## src/rtl/pattern_gen.sv

```systemverilog
// Pattern generator for exercising a small gate network.
// Drives three binary-weighted stimulus clocks (clk1/clk2/clk3 = phase
// counter bits), samples the network response every RUN cycle and
// compresses it into an 8-bit signature plus a saturating ones count.
//
// state | meaning
// IDLE  | waiting for start; stimulus low, results held
// RUN   | stepping phase, sampling resp, compressing
// DONE  | one-cycle completion state; done pulses here
`timescale 1ns/1ps

module pattern_gen (
    input  logic       clk,
    input  logic       rst_n,
    input  logic       start,
    input  logic       abort,
    input  logic [7:0] cycles,
    input  logic       resp,
    output logic       clk1,
    output logic       clk2,
    output logic       clk3,
    output logic       busy,
    output logic       done,
    output logic [7:0] sig,
    output logic [7:0] ones
);

    typedef enum logic [1:0] {
        IDLE = 2'd0,
        RUN  = 2'd1,
        DONE = 2'd2
    } state_t;

    localparam logic [7:0] SIG_POLY = 8'h1D;

    state_t     r_state;
    logic [2:0] r_ph;
    logic [7:0] r_cnt;
    logic [7:0] r_sig;
    logic [7:0] r_ones;
    logic       r_busy;
    logic       r_done;

    state_t     w_state_nxt;
    logic [2:0] w_ph_nxt;
    logic [7:0] w_cnt_nxt;
    logic [7:0] w_sig_nxt;
    logic [7:0] w_ones_nxt;

    // Next-state and datapath: phase stepping, period down-count, compression
    always_comb begin
        w_state_nxt = r_state;
        w_ph_nxt    = r_ph;
        w_cnt_nxt   = r_cnt;
        w_sig_nxt   = r_sig;
        w_ones_nxt  = r_ones;
        case (r_state)
            IDLE: begin
                if (start) begin
                    w_cnt_nxt   = cycles;
                    w_ph_nxt    = 3'd0;
                    w_sig_nxt   = 8'h00;
                    w_ones_nxt  = 8'h00;
                    w_state_nxt = (cycles == 8'd0) ? DONE : RUN;
                end
            end
            RUN: begin
                // The sample taken on this edge is compressed even when the
                // run is being aborted on the same edge.
                w_sig_nxt  = {r_sig[6:0], 1'b0}
                           ^ (r_sig[7] ? SIG_POLY : 8'h00)
                           ^ {7'b0, resp};
                w_ones_nxt = (r_ones == 8'hFF) ? r_ones : r_ones + {7'b0, resp};
                w_ph_nxt   = r_ph + 3'd1;
                if (r_ph == 3'd7) begin
                    w_cnt_nxt = r_cnt - 8'd1;
                    if (r_cnt == 8'd1) begin
                        w_state_nxt = DONE;
                    end
                end
                if (abort) begin
                    w_state_nxt = IDLE;
                    w_ph_nxt    = 3'd0;
                end
            end
            DONE: begin
                w_state_nxt = IDLE;
                w_ph_nxt    = 3'd0;
            end
            default: begin
                w_state_nxt = IDLE;
                w_ph_nxt    = 3'd0;
            end
        endcase
    end

    // State, datapath and registered status decodes
    always_ff @(posedge clk or negedge rst_n) begin
        if (!rst_n) begin
            r_state <= IDLE;
            r_ph    <= 3'd0;
            r_cnt   <= 8'd0;
            r_sig   <= 8'h00;
            r_ones  <= 8'h00;
            r_busy  <= 1'b0;
            r_done  <= 1'b0;
        end else begin
            r_state <= w_state_nxt;
            r_ph    <= w_ph_nxt;
            r_cnt   <= w_cnt_nxt;
            r_sig   <= w_sig_nxt;
            r_ones  <= w_ones_nxt;
            r_busy  <= (w_state_nxt == RUN);
            r_done  <= (w_state_nxt == DONE);
        end
    end

    assign clk1 = r_ph[0];
    assign clk2 = r_ph[1];
    assign clk3 = r_ph[2];
    assign busy = r_busy;
    assign done = r_done;
    assign sig  = r_sig;
    assign ones = r_ones;

endmodule

```

## config.mk

```make
export PLATFORM = sky130hd
export DESIGN_NAME = pattern_gen
export DESIGN_NICKNAME = d
export VERILOG_FILES = /design/src/rtl/pattern_gen.sv
export SDC_FILE = /design/constraint.sdc
export NUM_CORES = 1
export LEC_CHECK = 0
export ABC_AREA = 1
export CAP_MARGIN = 20
export CORE_ASPECT_RATIO = 1.5
export CORE_UTILIZATION = 50
export DETAILED_ROUTE_END_ITERATION = 8
export PLACE_DENSITY = 0.75
export RECOVER_POWER = 100
export SETUP_SLACK_MARGIN = 0.3
export SYNTH_ARGS = -nofsm -noshare
export SYNTH_HDL_FRONTEND = slang
export SYNTH_SLANG_ARGS = --single-unit
```

## constraint.sdc

```tcl
create_clock -name clk -period 2 [get_ports clk]
set_input_delay 0.4 -clock clk [delete_from_list [all_inputs] [get_ports clk]]
set_output_delay 0.4 -clock clk [all_outputs]
set_load 0.02 [all_outputs]
```

Yosys cells after proc, flatten, opt, wreduce, memory -nomap -nowiden
Cells that the tools add are included.
{"block": "totals", "regBits": 31}
{"block": "op_classes", "n_reduce_logical": 6, "bitwise": 2, "mux": 17, "n_addsub": 3, "eq_ne": 9}
{"operator": "$pmux 8 s2", "count": 3}
{"operator": "$mux 8", "count": 4}
{"operator": "$mux 2", "count": 5}
{"operator": "$add 8x1->8", "count": 1}
{"operator": "$eq 8x1->1 const B", "count": 1}
{"operator": "$eq 8x8->1 const B", "count": 1}
{"operator": "$logic_not 8->1", "count": 1}
{"operator": "$sub 8x1->8 const B", "count": 1}
{"operator": "$xor 8x1->8", "count": 1}
{"operator": "$xor 8x5->8", "count": 1}
{"operator": "$mux 3", "count": 2}
{"operator": "$ne 2x2->1 const B", "count": 3}
{"operator": "$pmux 3 s2", "count": 1}
{"operator": "$reduce_and 3->1", "count": 2}
{"operator": "$mux 5", "count": 1}
{"operator": "$eq 2x1->1 const B", "count": 2}
{"operator": "$pmux 2 s2", "count": 1}
{"operator": "$add 3x1->3 const B", "count": 1}
{"operator": "$eq 3x3->1 const B", "count": 1}
{"operator": "$eq 2x2->1 const B", "count": 1}
{"operator": "$logic_not 2->1", "count": 1}
{"operator": "$reduce_and 2->1", "count": 1}
{"operator": "$reduce_bool 2->1", "count": 1}

Depth between registers and ports, before layout
{"block": "logic_depth", "word_depth": 6, "ltp_mapped": 8, "mapped_depth_nobuf": 8}

Worst setup path after synthesis
No wires, ideal clock.
{"block": "synth_path", "path_kind": "reg-to-reg", "startpoint": "reg r_ph[0]", "endpoint": "reg r_cnt[3]", "path_stages_with_launch": 8, "synth_period_minus_slack_ns": 1.432, "setup_time_ns": 0.119, "t_required_ns": 1.881, "arrival_time_ns": 1.313, "path_slack_ns": 0.568, "path_cell_list": "dfrtp_1 -> ha_1 -> ha_1 -> inv_1 -> o21ai_4 -> inv_2 -> a21oi_1 -> nor2_1"}
{"block": "synth_between", "elab_chain_len": 3}
{"element": "from (decl)", "line": "37", "text": "logic [2:0] r_ph;"}
{"element": "from (signal assigned)", "line": "109", "text": "r_ph <= w_ph_nxt;"}
{"element": "$eq 3x3->1", "line": "75", "text": "if (r_ph == 3'd7) begin"}
{"element": "$ne 2x2->1 (no line)"}
{"element": "$reduce_and 3->1 (no line)"}
{"element": "to (signal assigned)", "line": "110", "text": "r_cnt <= w_cnt_nxt;"}
{"element": "to (decl)", "line": "38", "text": "logic [7:0] r_cnt;"}
No other way between the ends.
A chain may end at the register's enable or synchronous reset.

Worst setup path after layout
{"block": "layout_path", "startpoint": "reg r_ph[2]", "endpoint": "out clk3"}
{"element": "to (decl)", "line": "21", "text": "output logic clk3,"}
No word-level cell between the ends.

==> flow_metrics.env <==
export IMPL_status="completed"
export IMPL_synth_cell_types=28
export IMPL_core_um2=3250
export IMPL_seqPwrFrac_pct=43.6
export IMPL_whs_ns=0.505
export IMPL_final_cell_mix="55 x nand2_1, 31 x dfrtp_1, 25 x nor2_1"
export IMPL_reg2reg_depth=6
export IMPL_worst_pin_slew_ns=0.764
export IMPL_gr_usage_met2_pct=37.8
export IMPL_grt_max_degree=32
export IMPL_cts_buffers=5
export IMPL_initial_core_util_pct=53.7
export IMPL_hold_path_startpoint="r_cnt[4]"
export IMPL_layout_drive_gt1_share_pct=6.64
export IMPL_nNetsFinal=274
export IMPL_ys_seq_elements=31
export IMPL_wirelength_um=3530
export IMPL_seq_area_frac_synth_pct=44.4
export IMPL_p_total_mw=2.10
export IMPL_vias=1521
export IMPL_dieArea_um2=3740
export IMPL_firstDrtPassIters=4
export IMPL_finalSetupViolations=0
export IMPL_grt_pass1_wl_um=6090
export IMPL_worstSetupPathType="reg2out"
export IMPL_combPwrFrac_pct=34.0
export IMPL_io_pins=34
export IMPL_end_kind="output port"
export IMPL_synthesis_nets=238
export IMPL_ys_warnings_count=0
export IMPL_route_detailed_drc=0
export IMPL_ctsHtreeMaxLevel=2
export IMPL_worstPathMaxFanout=3
export IMPL_finalCritPeriodShare_pct=86.4
export IMPL_grt_pass1_vias=1428
export IMPL_min_path_type="reg2reg"
export IMPL_clock_root_buffer="clkbuf_8"
export IMPL_clk_latency_ns=0.28
export IMPL_rsz0062_at_grt="no"
export IMPL_postCtsHoldBufs=0
export IMPL_syn_to_final_growth_pct=21.6
export IMPL_cts_tree="built"
export IMPL_use_met1_pct=24.4
export IMPL_p_leak_nw=1.04
export IMPL_reg2reg_slack_ns=0.38
export IMPL_clock_power_share_pct=22.4
export IMPL_startpoint_type="flip-flop"
export IMPL_cp_cell_sequence="dlygate4sd3_1"
export IMPL_rr_endpoint="r_cnt[3]"
export IMPL_max_stage_delay_ns=0.68
export IMPL_crit_family="buffers and inverters"
export IMPL_overflow=0
export IMPL_syn_instance_count=219
export IMPL_worst_ir_drop_vdd_uv=778
export IMPL_finalHoldViolCount=0
export IMPL_fp_row_count=25
export IMPL_n_antenna_cell=0
export IMPL_clkSinkCount=31
export IMPL_die_w_um=50.3
export IMPL_finalSetupTns_ns=0
export IMPL_finClkSkew_ns=0.00562
export IMPL_p_per_area_nw_per_um2=988
export IMPL_slowest_stage="dlygate4sd3_1"
export IMPL_hpwl_um=2490
export IMPL_place_congestion=0.880
export IMPL_critPathBufInv=1
export IMPL_min_to="r_cnt[4]"
export IMPL_synth_avg_cell_area_um2=7.98
export IMPL_die_height_um=74.4
export IMPL_io_buffers=33
export IMPL_cp_data_required_time_ns=1.60
export IMPL_swShare_pct=38.9
export IMPL_syn_area_um2=1750
export IMPL_wl_per_cell_um=11.9
export IMPL_slew_viol_final=0
export IMPL_p_int_mw=1.28
export IMPL_fin_crit_ns=1.73
export IMPL_globalRouteTotalUtil_pct=21.7
export IMPL_synth_area_leaders="dfrtp_1 44%, nand2_1 12%, nand3_1 6.9%"
export IMPL_fmax_mhz=579
export IMPL_clkTransAtPathRegs_ns=0.07
export IMPL_initialDrtViolationCount=57
export IMPL_power_switching_uw=816
export IMPL_arrival_ns=1.33
export IMPL_r2r_start="r_state[1]"
export IMPL_synth_top_area_share_pct=44.4
export IMPL_mostFrequentLayoutCell="nand2_1"
export IMPL_grt_busiest_layer="met2"
export IMPL_viasPerCell=5.14
export IMPL_holdPathStages=2
export IMPL_drv_cap=0
export IMPL_grt_use_met3_pct=4.70
export IMPL_slew_headroom_pct=49.1
export IMPL_yosys_area_top_type="dfrtp_1"
export IMPL_postRouteAntennaNets=0
export IMPL_cts_max_path_buffers=2
export IMPL_antenna_found_initial=0
per-stage QoR:
stage	util, %	setup slack [ns]	cells	cell area (um^2)
2_1_floorplan	-	0.568	219	1750
3_3_place_gp	64.7	0.155	288	2100
3_5_place_dp	64.7	0.136	288	2100
4_1_cts	66.8	0.302	296	2170
5_1_grt	65.3	0.163	296	2130
6_report	65.3	0.273	296	2130
how the worst max path moves through the flow:
stage,start,end,depth (start not counted)
final,r_ph[2],clk3,1
after global routing,r_state[1],r_cnt[3],6
after CTS,sig[1],sig[1],1
after detailed placement,resp,ones[4],8
after global placement,resp,ones[4],8
after floorplan,r_ph[0],r_cnt[3],7
power by group through the flow:
stage,Clock (mW),Sequential (mW),Combinational (mW)
floorplan,0,0.995,0.427
global placement,0,0.924,0.776
detailed placement,0,0.928,0.790
CTS,0.489,0.917,0.784
global route,0.510,0.939,0.807
finish,0.471,0.915,0.714
cell usage after synthesis:
library cell and instances:
dfrtp_1 31, nand2_4 3, buf_6 1, nor2_4 2
xnor2_1 4, o21ai_4 1, clkbuf_1 1, o21ai_0 18
xor2_1 3, a32o_1 2, nand4_1 1, ha_1 6
nand3_2 1, nand3_1 24, buf_2 2, inv_1 22
o22ai_1 4, nor2_1 25, a21oi_1 3, buf_4 1
o21ai_2 2, o21bai_1 1, o211ai_1 1, inv_2 1
nand2_2 2, inv_4 1, nor3_1 2, nand2_1 54
sequential cells by signal (all words and copies together) (netlist names):
name and count:
r_state 2, sig 8, busy 1, r_ph 3, ones 8, r_cnt 8
done 1
cells by family after synthesis:
kind of cell    Yosys count  share of synthesized area (%)
flops                    31                           44.4
xor+xnor                  7                           3.51
fa+ha+maj                 6                           4.29
simple gates            114                           29.3
buf+inv                  29                           7.16
compound gates           32                           11.4
final cells by class:
cell class	count	area [um^2]
flip-flops and latches	31	776
well taps	40	50.0
clock inverters	1	5.00
multi-input cells	159	835
clock buffers	7	76.3
inverters	24	90.1
repair buffers	34	294
fillers	289	1130
per-layer routing:
metal	wire length, um	vias to the layer above
li1	-	780
met1	1540	699
met2	1810	34
met3	111	8
met4	72	0
met5	0	-
what timing repair did:
item | 4_1_cts | 5_1_grt
hold endpoints to repair | 0 | 0
setup buffers | 0 | 0
gates resized for setup | 8 | 6
cloned | 0 | 0
endpoints found under the setup margin | 8 | 6
(Power assumes the default switching activity.)
